<file path="config.mk">
export PLATFORM = sky130hd
export DESIGN_NAME = vx_cache_port_relay
export DESIGN_NICKNAME = d
export VERILOG_FILES = /design/src/rtl/vx_cache_port_relay.sv
export SDC_FILE = /design/constraint.sdc
export NUM_CORES = 1
export LEC_CHECK = 0
export ABC_AREA = 1
export CORE_AREA = 2 2 350 352
export DETAILED_ROUTE_END_ITERATION = 12
export DIE_AREA = 0 0 352 354
export PLACE_DENSITY = 0.52
export SETUP_SLACK_MARGIN = 0.4
export SYNTH_ARGS = -nofsm -noshare
export SYNTH_HDL_FRONTEND = slang
export SYNTH_SLANG_ARGS = --single-unit
</file>
<file path="constraint.sdc">
create_clock -name clk -period 8.1 [get_ports clk]
set_input_delay 2.025 -clock clk [delete_from_list [all_inputs] [get_ports clk]]
set_output_delay 2.025 -clock clk [all_outputs]
set_load 0.01 [all_outputs]
</file>
<file path="src/rtl/vx_cache_port_relay.sv">
// vx_cache_port_relay: elastic relay between the core's flattened dcache ports
// and the data cache. One request FIFO per lane, one response FIFO, a bounded
// outstanding-read counter and a RUN/DRAIN/SLEEP quiesce handshake.
module vx_cache_port_relay #(
  parameter int NUM_REQS    = 4,
  parameter int ADDR_WIDTH  = 30,
  parameter int TAG_WIDTH   = 8,
  parameter int REQ_DEPTH   = 2,
  parameter int RSP_DEPTH   = 2,
  parameter int MAX_PENDING = 16
) (
  input  logic                             clk,
  input  logic                             reset,
  input  logic [NUM_REQS-1:0]              core_req_valid,
  input  logic [NUM_REQS-1:0]              core_req_rw,
  input  logic [NUM_REQS*4-1:0]            core_req_byteen,
  input  logic [NUM_REQS*ADDR_WIDTH-1:0]   core_req_addr,
  input  logic [NUM_REQS*32-1:0]           core_req_data,
  input  logic [NUM_REQS*TAG_WIDTH-1:0]    core_req_tag,
  output logic [NUM_REQS-1:0]              core_req_ready,
  output logic [NUM_REQS-1:0]              mem_req_valid,
  output logic [NUM_REQS-1:0]              mem_req_rw,
  output logic [NUM_REQS*4-1:0]            mem_req_byteen,
  output logic [NUM_REQS*ADDR_WIDTH-1:0]   mem_req_addr,
  output logic [NUM_REQS*32-1:0]           mem_req_data,
  output logic [NUM_REQS*TAG_WIDTH-1:0]    mem_req_tag,
  input  logic [NUM_REQS-1:0]              mem_req_ready,
  input  logic                             mem_rsp_valid,
  input  logic [NUM_REQS-1:0]              mem_rsp_tmask,
  input  logic [NUM_REQS*32-1:0]           mem_rsp_data,
  input  logic [TAG_WIDTH-1:0]             mem_rsp_tag,
  output logic                             mem_rsp_ready,
  output logic                             core_rsp_valid,
  output logic [NUM_REQS-1:0]              core_rsp_tmask,
  output logic [NUM_REQS*32-1:0]           core_rsp_data,
  output logic [TAG_WIDTH-1:0]             core_rsp_tag,
  input  logic                             core_rsp_ready,
  input  logic                             drain_req,
  output logic                             drain_ack,
  output logic                             busy
);
  localparam int RPW    = $clog2(REQ_DEPTH);
  localparam int SPW    = $clog2(RSP_DEPTH);
  localparam int PEND_W = $clog2(MAX_PENDING + 1);

  localparam logic [RPW-1:0]    RP_ONE   = RPW'(1);
  localparam logic [RPW:0]      RC_ONE   = (RPW + 1)'(1);
  localparam logic [RPW:0]      RC_FULL  = (RPW + 1)'(REQ_DEPTH);
  localparam logic [SPW-1:0]    SP_ONE   = SPW'(1);
  localparam logic [SPW:0]      SC_ONE   = (SPW + 1)'(1);
  localparam logic [SPW:0]      SC_FULL  = (SPW + 1)'(RSP_DEPTH);
  // Reads stop once another full-width read could overflow MAX_PENDING.
  localparam logic [PEND_W-1:0] BLOCK_TH = PEND_W'(MAX_PENDING - NUM_REQS);

  typedef struct packed {
    logic                  rw;
    logic [3:0]            byteen;
    logic [ADDR_WIDTH-1:0] addr;
    logic [31:0]           data;
    logic [TAG_WIDTH-1:0]  tag;
  } req_t;

  typedef struct packed {
    logic [NUM_REQS-1:0]    tmask;
    logic [NUM_REQS*32-1:0] data;
    logic [TAG_WIDTH-1:0]   tag;
  } rsp_t;

  typedef enum logic [1:0] {RUN, DRAIN, SLEEP} state_t;

  state_t              state, state_n;
  logic                accept_en;
  logic [NUM_REQS-1:0] req_empty, req_full;
  logic                rsp_empty, rsp_full;
  logic [PEND_W-1:0]   pending, rd_inc, rsp_dec;
  logic                read_block, rsp_push, rsp_pop, idle;

  assign read_block = pending > BLOCK_TH;

  // ---------------- per-lane request FIFOs ----------------
  for (genvar i = 0; i < NUM_REQS; i++) begin : g_lane
    req_t           slots [REQ_DEPTH];
    req_t           din, head;
    logic [RPW-1:0] rd_ptr, wr_ptr;
    logic [RPW:0]   cnt, cnt_n;
    logic           empty_r, full_r, push, pop;

    assign din  = {core_req_rw[i], core_req_byteen[i*4 +: 4],
                   core_req_addr[i*ADDR_WIDTH +: ADDR_WIDTH],
                   core_req_data[i*32 +: 32], core_req_tag[i*TAG_WIDTH +: TAG_WIDTH]};
    assign push = core_req_valid[i] & core_req_ready[i];
    assign pop  = mem_req_valid[i] & mem_req_ready[i];

    // Occupancy after this cycle's push/pop.
    always_comb begin
      cnt_n = cnt;
      case ({push, pop})
        2'b10:   cnt_n = cnt + RC_ONE;
        2'b01:   cnt_n = cnt - RC_ONE;
        default: cnt_n = cnt;
      endcase
    end

    // Pointers and registered full/empty flags.
    always_ff @(posedge clk) begin
      if (reset) begin
        rd_ptr  <= '0;
        wr_ptr  <= '0;
        cnt     <= '0;
        empty_r <= 1'b1;
        full_r  <= 1'b0;
      end else begin
        if (push) wr_ptr <= wr_ptr + RP_ONE;
        if (pop)  rd_ptr <= rd_ptr + RP_ONE;
        cnt     <= cnt_n;
        empty_r <= (cnt_n == '0);
        full_r  <= (cnt_n == RC_FULL);
      end
    end

    // Storage needs no reset: the head is only observed when non-empty.
    always_ff @(posedge clk) begin
      if (push) slots[wr_ptr] <= din;
    end

    assign head         = slots[rd_ptr];
    assign req_empty[i] = empty_r;
    assign req_full[i]  = full_r;

    assign core_req_ready[i] = ~reset & accept_en & ~full_r & (core_req_rw[i] | ~read_block);
    assign mem_req_valid[i]  = ~empty_r;
    assign mem_req_rw[i]     = head.rw;
    assign mem_req_byteen[i*4 +: 4]                  = head.byteen;
    assign mem_req_addr[i*ADDR_WIDTH +: ADDR_WIDTH]  = head.addr;
    assign mem_req_data[i*32 +: 32]                  = head.data;
    assign mem_req_tag[i*TAG_WIDTH +: TAG_WIDTH]     = head.tag;
  end

  // ---------------- response FIFO ----------------
  rsp_t           rslots [RSP_DEPTH];
  rsp_t           rsp_din, rsp_head;
  logic [SPW-1:0] rsp_rd_ptr, rsp_wr_ptr;
  logic [SPW:0]   rsp_cnt, rsp_cnt_n;

  assign mem_rsp_ready = ~rsp_full;
  assign rsp_push      = mem_rsp_valid & mem_rsp_ready;
  assign rsp_pop       = core_rsp_valid & core_rsp_ready;
  assign rsp_din       = {mem_rsp_tmask, mem_rsp_data, mem_rsp_tag};

  // Response occupancy after this cycle's push/pop.
  always_comb begin
    rsp_cnt_n = rsp_cnt;
    case ({rsp_push, rsp_pop})
      2'b10:   rsp_cnt_n = rsp_cnt + SC_ONE;
      2'b01:   rsp_cnt_n = rsp_cnt - SC_ONE;
      default: rsp_cnt_n = rsp_cnt;
    endcase
  end

  // Response pointers and registered flags.
  always_ff @(posedge clk) begin
    if (reset) begin
      rsp_rd_ptr <= '0;
      rsp_wr_ptr <= '0;
      rsp_cnt    <= '0;
      rsp_empty  <= 1'b1;
      rsp_full   <= 1'b0;
    end else begin
      if (rsp_push) rsp_wr_ptr <= rsp_wr_ptr + SP_ONE;
      if (rsp_pop)  rsp_rd_ptr <= rsp_rd_ptr + SP_ONE;
      rsp_cnt   <= rsp_cnt_n;
      rsp_empty <= (rsp_cnt_n == '0);
      rsp_full  <= (rsp_cnt_n == SC_FULL);
    end
  end

  // Response storage.
  always_ff @(posedge clk) begin
    if (rsp_push) rslots[rsp_wr_ptr] <= rsp_din;
  end

  assign rsp_head       = rslots[rsp_rd_ptr];
  assign core_rsp_valid = ~rsp_empty;
  assign core_rsp_tmask = rsp_head.tmask;
  assign core_rsp_data  = rsp_head.data;
  assign core_rsp_tag   = rsp_head.tag;

  // ---------------- outstanding-read counter ----------------
  // Lanes entering as reads and lanes retired by the response this cycle.
  always_comb begin
    rd_inc  = '0;
    rsp_dec = '0;
    for (int i = 0; i < NUM_REQS; i++) begin
      rd_inc  = rd_inc  + PEND_W'(core_req_valid[i] & core_req_ready[i] & ~core_req_rw[i]);
      rsp_dec = rsp_dec + PEND_W'(mem_rsp_tmask[i]);
    end
  end

  // Increment and decrement can land in the same cycle.
  always_ff @(posedge clk) begin
    if (reset) pending <= '0;
    else       pending <= pending + rd_inc - (rsp_push ? rsp_dec : '0);
  end

  // A response never retires more read lanes than are outstanding.
  assert property (@(posedge clk) disable iff (reset)
    rsp_push |-> (({1'b0, pending} + {1'b0, rd_inc}) >= {1'b0, rsp_dec}));

  assign idle = (&req_empty) & rsp_empty & (pending == '0);
  assign busy = ~idle;

  // ---------------- drain / sleep FSM ----------------
  // State register.
  always_ff @(posedge clk) begin
    if (reset) state <= RUN;
    else       state <= state_n;
  end

  // Next state: a dropped drain_req always wins over going to sleep.
  always_comb begin
    state_n = state;
    case (state)
      RUN:     if (drain_req) state_n = DRAIN;
      DRAIN:   if (!drain_req) state_n = RUN;
               else if (idle)  state_n = SLEEP;
      SLEEP:   if (!drain_req) state_n = RUN;
      default: state_n = RUN;
    endcase
  end

  // Outputs decoded from the registered state.
  always_comb begin
    accept_en = (state == RUN);
    drain_ack = (state == SLEEP);
  end
endmodule

</file>
==> results of run 1 <==
==> cells by family (layout without fill, tap and decap cells) <==
group                      after synthesis  after routing  synth area share
AOI/OAI and AO/OA                       18             18          0.003103
adders and majority gates               21             21          0.008642
DFF                                    922            922            0.8048
xor gates and xnor gates                11             11          0.002844
buffers and inverters                  116           1179           0.01817
muxes                                  440            440            0.1462
and+or+nand+nor                        122            122           0.01618
other                                    0             18                 0
==> per-layer routing <==
| metal | GRT usage | share of wire |
|---|---|---|
| met1 | 0.1503 | 0.36 |
| met2 | 0.2516 | 0.51 |
| met3 | 0.06325 | 0.098 |
| met4 | 0.06034 | 0.029 |
| met5 | 0 | 0.0015 |
==> where the power goes <==
group / switching (mW) / internal, mW
Sequential: 0.170 / 5.71
Clock: 1.93 / 2.80
Combinational: 1.37 / 1.58
==> cell usage after synthesis <==
master	count	share of area
a21o_1	5	0.0011
a21oi_1	4	0.00059
a31oi_1	1	0.00018
buf_2	18	0.0027
buf_4	20	0.0044
buf_6	11	0.0037
clkbuf_1	2	0.00022
dfxtp_1	42	0.025
edfxtp_1	880	0.78
fa_1	4	0.0024
ha_1	17	0.0063
inv_1	64	0.0071
inv_2	1	0.00011
mux2_2	440	0.15
nand2_1	34	0.0038
nand3_1	21	0.0031
nand3_2	4	0.0012
nand3_4	1	0.00052
nand4_1	5	0.00092
nor2_1	51	0.0057
nor2_2	4	0.00074
nor3_1	2	0.00030
o21ai_0	7	0.0010
o22ai_1	1	0.00018
xnor2_1	1	0.00026
xor2_1	10	0.0026
==> worst min-delay path, cell delays in order, from the launching register on <==
cell and delay [ps]:
dfxtp_1 320, xor2_1 70, nor2_1 70
==> registers in the layout, indices dropped and copies added, names as in the netlist, named ones only <==
| name | count |
|---|---|
| g_lane.slots | 600 |
| g_lane.empty_r | 4 |
| rsp_wr_ptr | 1 |
| g_lane.rd_ptr | 4 |
| rsp_full | 1 |
| rsp_rd_ptr | 1 |
| g_lane.wr_ptr | 4 |
| state | 2 |
| pending | 5 |
| g_lane.full_r | 4 |
| rsp_empty | 1 |
| g_lane.cnt | 8 |
| rsp_cnt | 2 |
| rslots | 280 |
==> final timing paths <==
| path | startpoint | to | slack, ps | cells past startpoint |
|---|---|---|---|---|
| hold / removal | g_lane[2].rd_ptr | flop | 500 | 2 |
| hold reg to reg | g_lane[2].rd_ptr | flop | 500 | 2 |
| setup reg to reg | pending[0] | pending[4] | 4570 | 16 |
| setup / recovery | reset | core_req_ready[2] | 1880 | 8 |
==> through the flow <==
stage	setup WS (ps)	instance area, µm²	hold slack [ps]	cells
after floorplan	1834	33880	472.5	1650
after global placement	1866	44800	484.0	4144
after detailed placement	1834	44800	490.5	4144
after CTS	1826	48260	503.1	4338
after global routing	1730	48300	518.9	4354
final	1877	48310	500.5	4356
==> layout make-up <==
type / instances / area (µm²) / area share
Antenna cell: 18 / 45.04 / 0.0009324
Clock inverter: 76 / 829.5 / 0.01717
Sequential cell: 922 / 27280 / 0.5648
Timing Repair Buffer: 920 / 9194 / 0.1903
Inverter: 65 / 244.0 / 0.005051
Clock buffer: 118 / 2634 / 0.05452
Tap cell: 1625 / 2033 / 0.04209
Multi-Input combinational cell: 612 / 6042 / 0.1251
==> out/results.tsv, run 1 <==
stage	metric	value	unit
die	Initial Utilization	0.2802	
route	DR DRC count	0	
clock_network	Max clock buf depth	3	
die	Rows	128	
worst_hold_path	Hold WC Path Type	reg -> reg	
sta	Slew @ Worst Pin	1147	ps
placed_design	Buffers on Ports	904	
placed_design	Placer Congestion	0.7998	
clock_network	TritonCTS clock tree	yes	
clock_network	post-CTS sizing	0	
global_route	initial antenna violation count	33	
sta	Final TNS setup	0	ps
die	Die X	352	µm
logic_synthesis	Cells after Synth	1650	
global_route	total global routing overflow	0	
logic_synthesis	synth unique cells	26	
final_layout	fillers	10918	
final_layout	Util after Layout	0.3995	
sta	Slew Viols, Final	0	
global_route	first-pass GRT wire length	132.8	mm
global_route	vias in the first global route	19820	
pwr	P_leak	16.22	nW
route	DR WL/cell	21.35	µm
final_layout	commonest non-fill, non-tap cells in the layout	clkdlybuf4s50_1 (904), edfxtp_1 (880), mux2_2 (440)	
clock_network	Clock Root Buffer	clkbuf_16	
route	DR pass1 iterations	4	
critical_path	Worst Path Required	6080	ps
clock_network	Clk Latency, worst-skew pair	690	ps
logic_synthesis	Yosys reg bits	922	
clock_network	cts bufs inserted	102	
sta	Worst slew margin	0.2354	
route	via count	18323	
clock_network	Num Clock Sinks	922	
critical_path	Crit path max-delay family	buffers and inverters	
critical_path	most used cell, CP	clkdlybuf4s50_1	
final_layout	Nets	3097	
logic_synthesis	Syn. warnings	0	
route	DR vias/cell	4.206	
logic_synthesis	register area share after synthesis	0.8048	
critical_path	Max stage delay on crit path	630	ps
clock_network	cts hold-fix bufs	0	
global_route	GRT Overall Usage	0.1440	
final_layout	layout cells sized above 1	0.2348	
route	Total Wirelength	93.01	mm
clock_network	Clk pin slew, worst setup/hold paths	60	ps
sta	endpoints failing setup	0	
critical_path	worst-path fanout max	24	
critical_path	CP Buf/Inv Count	5	
route	DR iter-0 viols	1001	
final_layout	synthesis-to-finish area growth	42.59	%
critical_path	CP Data Arrival Time	4200	ps
critical_path	Startpoint Class	input pin	
pwr	Peak VDD IR	0.2026	mV
logic_synthesis	Mapped Area	33880	µm²
sta	Fin. Hold Viols	0	
placed_design	HPWL after DPL	65.64	mm
route	post-route ant nets	0	
sta	worst clock skew	42.16	ps
critical_path	Critical Setup Path Class	in -> out	
final_layout	commonest non-fill, non-tap cell in the layout	clkdlybuf4s50_1	
die	Core ar.	120900	µm²
global_route	largest net degree at the start of global routing	142	
pwr	Tot Pwr	13.55	mW
sta	crit share post-route	0.7683	
sta	max frequency	0.1607	GHz
critical_path	CP Cell Sequence	clkdlybuf4s50_1, buf_4, inv_2, nand3_4, nor2_2, nand2_1, inv_1, clkdlybuf4s50_1	
sta	RSZ-0062 raised after global routing	false	
die	I/O pin count	905	
clock_network	H-tree levels	3	
logic_synthesis	Syn Nets	2124	
sta	Final min period	6224	ps
critical_path	Critical Path Slowest Stage Cell	clkdlybuf4s50_1	
critical_path	Crit. End Element	output pin	
die	Die Footprint	124600	µm²
clock_network	Setup Buffers After CTS	0	
die	die height	354	µm
status	outcome	completed	
logic_synthesis	synthesized area per cell	20.53	µm²
pwr	cell area power density	280.6	nW/µm²
job	MaxCap Viol Count	0	
(Power assumes the default switching activity.)
==> run 2: changes to the inputs <==
- clock period: 8.1 -> 5.25 ns (I/O delays scaled with it)
==> run 2 against run 1 <==
Non-clock buffer count increased by 28. Die area unchanged. Clock skew is 3.4 ps lower. Global-route usage shrank 0.17 points. Critical path depth shrank 1. First-iteration DRC count is 3.0% lower. Cell area grew 0.42%. Sequential share of layout area shrank 0.24 points. Clock power grew 49%. Total power increased by 53%. Critical endpoint is now core_req_ready[0].
==> out/results.tsv, run 2 (same netlist as run 1, synthesis figures left out) <==
stage	metric	value	unit
job	MaxCap Viol Count	0	
die	Die Footprint	124600	µm²
final_layout	Nets	3123	
critical_path	most used cell, CP	clkdlybuf4s50_1	
pwr	clock share of power	0.339	
route	DR DRC count	0	
global_route	largest net degree at the start of global routing	76	
critical_path	CP Buf/Inv Count	4	
placed_design	Placed Cells	4172	
placed_design	HPWL after DPL	66.17	mm
die	Die X	352	µm
sta	max frequency	0.2327	GHz
global_route	initial antenna violation count	33	
critical_path	worst r2r path cells	17	
route	post-route ant nets	0	
critical_path	CP Data Arrival Time	2980	ps
final_layout	commonest non-fill, non-tap cells in the layout	clkdlybuf4s50_1 (904), edfxtp_1 (880), mux2_2 (440)	
global_route	vias in the first global route	19974	
route	via count	18492	
clock_network	Clock Root Buffer	clkbuf_16	
final_layout	non-filler cells in the finished layout	4372	
critical_path	R2R setup slack	1710	ps
sta	post-route setup slack	953.2	ps
sta	Hold WS	501.9	ps
pwr	Flop pwr share	0.442	
pwr	Peak VDD IR	0.4764	mV
sta	Final min period	4297	ps
critical_path	Startpoint Class	input pin	
final_layout	layout cells sized above 1	0.2378	
worst_hold_path	WHS Path Cells	2	
clock_network	Num Clock Sinks	922	
sta	Fin. Hold Viols	0	
sta	Slew Viols, Final	0	
route	DR vias/cell	4.230	
clock_network	Clk pin slew, worst setup/hold paths	50	ps
clock_network	post-CTS sizing	0	
critical_path	CP Cell Sequence	clkdlybuf4s50_1, inv_2, nand3_4, nor2_2, nand2_1, inv_1, clkdlybuf4s50_1	
status	outcome	completed	
sta	RSZ-0062 raised after global routing	false	
die	Initial Utilization	0.2802	
pwr	combinational power share	0.219	
critical_path	Critical Setup Path Class	in -> out	
global_route	total global routing overflow	0	
clock_network	H-tree levels	3	
clock_network	TritonCTS clock tree	yes	
final_layout	top flop regs	g_lane.slots: 600 flops, rslots: 280 flops, g_lane.cnt: 8 flops	
die	Core ar.	120900	µm²
critical_path	R2R Path End	pending[4]	
die	Rows	128	
final_layout	synthesis-to-finish area growth	43.18	%
sta	Worst slew margin	0.2990	
placed_design	pre-CTS setup slack	424.6	ps
route	Total Wirelength	92.14	mm
critical_path	Critical Path Slowest Stage Cell	clkdlybuf4s50_1	
clock_network	Max clock buf depth	3	
critical_path	Crit path max-delay family	buffers and inverters	
pwr	P_leak	16.30	nW
final_layout	commonest non-fill, non-tap cell in the layout	clkdlybuf4s50_1	
clock_network	Setup Buffers After CTS	0	
die	I/O pin count	905	
critical_path	Worst Path Required	3940	ps
placed_design	Placer Congestion	0.7924	
global_route	GRT Overall Usage	0.1423	
final_layout	Top reg by flops	g_lane.slots	
global_route	first-pass GRT wire length	131.3	mm
worst_hold_path	Hold Path Origin	g_lane[1].rd_ptr	
pwr	NetSw	5.310	mW
sta	worst clock skew	38.75	ps
sta	Slew @ Worst Pin	1051	ps
pwr	cell area power density	427.3	nW/µm²
sta	crit share post-route	0.8184	
final_layout	Util after Layout	0.4012	
final_layout	max FFs per register	600	
critical_path	Max stage delay on crit path	640	ps
clock_network	cts bufs inserted	100	
sta	Final TNS setup	0	ps
worst_hold_path	Hold WC Path Type	reg -> reg	
final_layout	fillers	10988	
pwr	Power Internal	15.42	mW
route	DR pass1 iterations	5	
placed_design	Buffers on Ports	904	
route	DR iter-0 viols	971	
pwr	Sw Ratio	0.2562	
sta	endpoints failing setup	0	
route	DR WL/cell	21.08	µm
critical_path	Crit. End Element	output pin	
clock_network	Clk Latency, worst-skew pair	690	ps
critical_path	worst-path fanout max	5	
die	die height	354	µm
critical_path	reg2reg start	pending[2]	
clock_network	cts hold-fix bufs	0	
## run 2: cell count changes in the layout (fill, tap and decap cells not counted), sizes merged
cell | before | now
buf | 16 | 44
clkinv | 50 | 38
clkbuf | 118 | 123
inv | 72 | 69
bufinv | 14 | 12
## run 2: routing by layer
layer / vias up / wire length (µm) / global-route usage
met5: - / 136 / 0
met4: 22 / 2702 / 0.05588
met3: 160 / 9419 / 0.06696
met2: 725 / 46670 / 0.2461
met1: 9176 / 33210 / 0.1493
li1: 8409 / - / -
## run 2: power groups by stage
stage                     clock network [mW]  registers (mW)  logic, mW
after floorplan                            0            9.12       2.23
after global placement                     0            9.30       4.57
after detailed placement                   0            9.33       4.59
after CTS                               7.29            9.18       4.63
after global routing                    7.56            9.24       4.84
final                                   7.03            9.16       4.53
## run 2: worst max path at each step
stage                        endpoint  depth (start not counted)  slack, ps             start
finish              core_req_ready[0]                          7        950             reset
detailed placement         pending[4]                         15        420  mem_rsp_tmask[0]
global route        core_rsp_data[35]                          3        820              flop
floorplan                rslots[1][0]                          2       -300     mem_rsp_valid
global placement           pending[4]                         15        360  mem_rsp_tmask[0]
CTS                 core_rsp_data[35]                          3        850              flop
## run 2: cell type report
type | count | area (µm²) | area share
Multi-Input combinational cell | 612 | 6042 | 0.1246
Timing Repair Buffer | 948 | 9567 | 0.1972
Clock buffer | 123 | 2589 | 0.05337
Tap cell | 1625 | 2033 | 0.04191
Clock inverter | 59 | 703.2 | 0.01450
Inverter | 65 | 245.2 | 0.005055
Sequential cell | 922 | 27280 | 0.5625
Antenna cell | 18 | 45.04 | 0.0009286
## run 2: through the flow
stage / instance area, µm² / power [mW]
after floorplan: 33890 / 11.35
after CTS: 48460 / 21.10
after detailed placement: 45170 / 13.92
after global routing: 48510 / 21.64
final: 48510 / 20.73
after global placement: 45170 / 13.87
## run 2: worst register-to-register path, stage by stage (launching register included)
cell and delay (ps):
dfxtp_1 400, nand2_1 80, inv_1 60, nand3_1 280, nand3_1 240, nand2_1 70
inv_1 80, nand3_1 170, ha_1 350, fa_1 570, fa_1 170, inv_1 60
fa_1 390, nand2_1 110, nand2_1 50, a21oi_1 160, o21ai_0 90, a21oi_1 120
